<file path="src/rtl/ex_mem_skid.sv">
// Execute-to-memory pipeline register with a 2-entry skid buffer.
// ex_ready is registered so a memory-side stall never reaches execute combinationally.
module ex_mem_skid #(
    parameter int DATA_W = 32,
    parameter int ADDR_W = 5
) (
    input  logic              clk,
    input  logic              rst,
    input  logic              flush,
    input  logic              ex_valid,
    output logic              ex_ready,
    input  logic [ADDR_W-1:0] ex_wd,
    input  logic              ex_wreg,
    input  logic [DATA_W-1:0] ex_wdata,
    output logic              mem_valid,
    input  logic              mem_ready,
    output logic [ADDR_W-1:0] mem_wd,
    output logic              mem_wreg,
    output logic [DATA_W-1:0] mem_wdata,
    output logic [1:0]        occupancy
);

    typedef struct packed {
        logic [ADDR_W-1:0] wd;
        logic              wreg;
        logic [DATA_W-1:0] wdata;
    } beat_t;

    // Encoding is {skid_v, main_v}; 2'b10 cannot be reached.
    typedef enum logic [1:0] {
        EMPTY = 2'b00,
        ONE   = 2'b01,
        TWO   = 2'b11
    } state_e;

    state_e     state, state_nxt;
    beat_t      main_q, skid_q, in_beat;
    logic       ready_q;
    logic [1:0] occ_q, occ_nxt;
    logic       main_v, acc, dep;
    logic       load_main_ex, load_main_skid, load_skid;

    assign in_beat = '{wd: ex_wd, wreg: ex_wreg, wdata: ex_wdata};
    assign main_v  = state[0];
    assign acc     = ex_valid & ready_q;
    assign dep     = main_v & mem_ready;

    // NOTE: every output of this block gets a default first, so no path can infer a latch.
    always_comb begin
        state_nxt      = state;
        load_main_ex   = 1'b0;
        load_main_skid = 1'b0;
        load_skid      = 1'b0;
        case (state)
            EMPTY: begin
                if (acc) begin
                    state_nxt    = ONE;
                    load_main_ex = 1'b1;
                end
            end
            ONE: begin
                if (acc && dep) begin
                    load_main_ex = 1'b1;
                end else if (acc) begin
                    state_nxt = TWO;
                    load_skid = 1'b1;
                end else if (dep) begin
                    state_nxt = EMPTY;
                end
            end
            TWO: begin
                if (dep) begin
                    state_nxt      = ONE;
                    load_main_skid = 1'b1;
                end
            end
            default: state_nxt = EMPTY;
        endcase

        // Flush empties the buffer; payload registers keep their contents.
        if (flush) begin
            state_nxt      = EMPTY;
            load_main_ex   = 1'b0;
            load_main_skid = 1'b0;
            load_skid      = 1'b0;
        end

        case (state_nxt)
            ONE:     occ_nxt = 2'd1;
            TWO:     occ_nxt = 2'd2;
            default: occ_nxt = 2'd0;
        endcase
    end

    // NOTE: sequential state uses non-blocking assignments so all registers update from pre-edge values.
    always_ff @(posedge clk) begin
        if (rst) begin
            state   <= EMPTY;
            ready_q <= 1'b0;
            occ_q   <= 2'd0;
        end else begin
            state   <= state_nxt;
            ready_q <= (state_nxt != TWO);
            occ_q   <= occ_nxt;
        end
    end

    // NOTE: payload registers are reset because mem_wd/mem_wdata must read 0 after reset.
    always_ff @(posedge clk) begin
        if (rst) begin
            main_q <= '0;
            skid_q <= '0;
        end else begin
            if (load_main_ex) begin
                main_q <= in_beat;
            end else if (load_main_skid) begin
                main_q <= skid_q;
            end
            if (load_skid) begin
                skid_q <= in_beat;
            end
        end
    end

    assign ex_ready  = ready_q;
    assign mem_valid = main_v;
    assign mem_wd    = main_q.wd;
    assign mem_wreg  = main_q.wreg & main_v;
    assign mem_wdata = main_q.wdata;
    assign occupancy = occ_q;

endmodule

</file>
<file path="config.mk">
export PLATFORM = sky130hd
export DESIGN_NAME = ex_mem_skid
export DESIGN_NICKNAME = d
export VERILOG_FILES = /design/src/rtl/ex_mem_skid.sv
export SDC_FILE = /design/constraint.sdc
export NUM_CORES = 1
export LEC_CHECK = 0
export CORE_MARGIN = 1
export CORE_UTILIZATION = 54
export CTS_CLUSTER_DIAMETER = 50
export DETAILED_ROUTE_END_ITERATION = 6
export PLACE_DENSITY_LB_ADDON = 0.05
export SYNTH_ARGS = -nofsm -noshare
export SYNTH_HDL_FRONTEND = slang
export SYNTH_SLANG_ARGS = --single-unit
</file>
<file path="constraint.sdc">
create_clock -name clk -period 3.62 [get_ports clk]
set_input_delay 0.905 -clock clk [delete_from_list [all_inputs] [get_ports clk]]
set_output_delay 0.905 -clock clk [all_outputs]
set_load 0.005 [all_outputs]
</file>
# Word-level counts from Yosys, hierarchy flattened
# Index checks and enable logic that the tools add are counted.
[word_totals]
reg_bits = 81
output_inout_bits = 42
elab_cells = 40
[classes]
n_eq_ne = 5
muxes = 20
bitwise_logic = 3
n_reduce_logical = 3
[op_table]
columns = ["operator", "count"]
rows = [
  ["38-bit two-way mux", 2],
  ["2-bit two-way mux", 6],
  ["1-bit two-way mux", 9],
  ["2-bit case mux with 3 select lines", 1],
  ["2-bit by 1-bit equality test with 1-bit output (second input constant)", 2],
  ["2-bit equality test (second input constant)", 2],
  ["2-bit case mux with 2 select lines", 1],
  ["1-bit bitwise AND", 3],
  ["2-bit logical NOT", 1],
  ["2-bit inequality test (second input constant)", 1],
  ["1-bit case mux with 2 select lines", 1],
  ["2-bit nonzero test", 1],
  ["1-bit logical AND", 1],
]

# Logic depth before layout (Yosys ltp)
[depth]
depth_word = 8
mapped_depth = 7
mapped_depth_nobuf = 4

# Worst setup path after synthesis
# No wires, ideal clock.
[synth_path]
path_type = "input to register"
startpoint = "in flush"
endpoint = "reg main_q[32] (netlist bit)"
setup_time_ns = 0.147
arrival_ns = 2.120
required_ns = 3.473
slack_ns = 1.353
cell_stages = 7
n_path_buf = 4
path_cell_list = "buf_2 or4b_1 buf_2 buf_6 buf_2 nor2_1 a311oi_2"
[synth_via]
elab_chain_cells = 2
elab_cells_between_ends = 4
[synth_lines]
columns = ["item", "line", "source"]
rows = [
  ["start: declaration", "9", "input logic flush,"],
  ["1-bit two-way mux", "81", "if (flush) begin"],
  ["38-bit two-way mux / 2-bit nonzero test (equally long branches)", "n/a", ""],
  ["end signal: assignment", "115", "main_q <= in_beat;"],
  ["end signal: assignment", "117", "main_q <= skid_q;"],
  ["end: declaration", "37", "beat_t main_q, skid_q, in_beat;"],
]
# Parallel ways exist; a longest one is shown, timed or not.
# A chain may end at the register's enable or synchronous reset.

# Worst setup path after layout
[layout_path]
startpoint = "in mem_ready"
endpoint = "reg main_q, in the netlist mem_wdata[20]"
[layout_via]
elab_chain_cells = 6
elab_cells_between_ends = 10
[layout_lines]
columns = ["item", "line", "source"]
rows = [
  ["start: declaration", "16", "input logic mem_ready,"],
  ["1-bit bitwise AND *", "46", "assign dep = main_v & mem_ready;"],
  ["1-bit logical AND", "62", "if (acc && dep) begin"],
  ["1-bit two-way mux", "62", ""],
  ["1-bit case mux with 2 select lines", "54", "case (state)"],
  ["1-bit two-way mux", "81", ""],
  ["38-bit two-way mux / 2-bit nonzero test (equally long branches)", "n/a", ""],
]
# Every way passes the cells marked *; elsewhere a longest branch is shown, timed or not.

==> impl_results.md <==
- Run status: finished, violations left
- Failing checks: DRC
- Netlist cell types: 21
- P&R area growth vs syn: 21.25%
- Die Span X: 84.16 um
- Post-route antenna net violation count: 0
- Vias per cell: 5.347
- Ant diodes: 0
- Setup bufs post-CTS: 0
- DRT iter0 DRCs: 231
- Die span in y: 84.16 um
- Final worst slack: slightly above 900 ps
- CP required: roughly 3800 ps
- GRT Total Usage: 0.2224
- Synth warn: 0
- Cell count after synthesis: 441
- Final Hold Vio Count: 0
- Critical Path AT: 2870 ps
- Clk buf depth: 2
- Wirelength per Cell: between 10 and 15 um
- Mapped Nets: a little under 500
- WHS Path Cells: 2
- TritonCTS Sinks: 81
- Leak: 0.001445 uW
- Dpl ws: 582.1 ps
- Worst r2r path cells: 4
- Total of max-cap violations: 0
- Rows: 29
- Synthesized area per cell: 8.265 um^2
- CP Capture Type: register
- Layout cell share with drive strength beyond 1: 0.1237
- Worst Tran Pin Value: 988.3 ps
- Most frequent cells in the layout: nand2_1 (154), clkdlybuf4s50_1 (83), dfxtp_1 (81)
- Grt ovf: 0
- Final setup vio count: 0
- Placed cell area: 0.004209 mm^2
- H-tree levels: 3
- Upper clock frequency limit: about 370 MHz
- Finished Cell Area: 0.004419 mm^2
- Post-CTS resize count: 0
- Drt total wl: 7467 um
- Drt drc: 16
- Crit path kind: in -> reg
- Vias: 2962
- Synthesized area: ~0.0036 mm^2
- CTS Buf Count: 9
- VDD IR-drop max: 0.3168 mV
- Port bufs: 84
- Initial antenna violation count: 0
- Setup skew after layout: 7.559 ps
- Finished Core Util: 0.6881
- Min-Delay Path Class: reg -> reg
- Die area: ~0.0071 mm^2
- Vias in the first global route: 2702
- Number of I/O pins: 85
- Clk root buf: clkbuf_8
- DP Wirelength: ~4800 um
- Gpl congestion: 0.7491
- # nets final: 516
- Unrepaired setup endpoints after global routing: no
- CP max FO: 76
- Slew Viols, Final: 0
- Initial DRT Pass Iterations: 7
- Sequential share of the synthesized area: 0.4449
- Reg clk slew, reported paths: roughly 70 ps
- Minimum clock period: roughly 2700 ps
- CTS tree: built
- Most common cell after layout, fill and taps aside: nand2_1
- Slew HR: 0.3412
- Core area: 0.006422 mm^2
- Register bit total from synthesis: 81
- Pin count of the biggest net entering global routing: a little over 80
- First-pass GRT wire length: around 13000 um
- CTS Hold Bufs: 0
- Pwr dens: 409.6 mW/mm^2
- Clk Latency, worst-skew pair: 340 ps
- Setup TNS: 0 ps
- Starting density of the core: 0.5675
- Setup crit start kind: primary input
- Fin crit share: 0.7438
- Total power: 1810 uW
[cells in the mapped netlist (all sizes together)]
cell    instances  area [um^2]
a21oi          40        200.2
a311oi         38        520.5
and2            1        6.260
buf            55        392.9
clkbuf         18        67.56
dfxtp          81         1622
mux2            1        11.26
nand2         154        578.1
nand2b          2        20.02
nand4b          1        8.760
nor2           40        150.1
nor3            3        15.01
nor3b           1        7.510
nor4            3        18.77
o22a            1        8.760
or4             1        7.510
or4b            1        10.01
[cell type report]
class	instances	area, um^2
well taps	77	96.34
repair buffers	94	913.4
multi-input cells	287	1578
clock inverters	3	65.06
flip-flops and latches	81	1622
fillers	562	2003
clock buffers	12	145.1
[final timing paths]
check	startpoint	end	slack, ps
setup reg to reg	state[0]$_SDFF_PP0_	mem_wdata[26]$_SDFFE_PP0P_	1680
hold / removal	skid_q[20]$_SDFFE_PP0P_	skid_q[20]$_SDFFE_PP0P_	460
hold reg to reg	skid_q[20]$_SDFFE_PP0P_	skid_q[20]$_SDFFE_PP0P_	460
setup / recovery	mem_ready	mem_wdata[20]$_SDFFE_PP0P_	930
[report_power, final]
part	switching [uW]	total (uW)	internal (uW)
clock network	297	701	403
logic	75.1	181	106
registers	13.4	928	915
[per-layer routing]
layer	wire, um	global-route usage
met5	0	0
met4	65	0.07053
met1	3386	0.2870
met2	3544	0.3629
met3	471	0.06195
[logic make-up (layout without fill, tap and decap cells)]
logic type             count (synthesis)  count (layout)  share of synthesized area
buffers and inverters                 73             109                     0.1263
DFF                                   81              81                     0.4449
AOI/OAI and AO/OA                     79              79                     0.2001
and+or+nand+nor                      207             207                     0.2255
muxes                                  1               1                   0.003089
[worst max-delay path, stage by stage]
cell,delay (ps)
clkdlybuf4s50_1,550
nand2b_4,190
or4b_4,870
nor2_1,260
a311oi_2,70
[registers in the layout (all words and copies together) (netlist names)]
signal	cells
skid_q	38
mem_wdata	32
mem_wd	5
occupancy	2
state	2
ex_ready	1
main_q	1
[stage by stage]
step	hold slack, ps	cells
finish	455.0	554
global route	474.8	554
CTS	457.5	554
detailed placement	446.9	539
global placement	441.4	539
floorplan	436.6	441
Note: power is estimated with default switching activity, not from simulation.
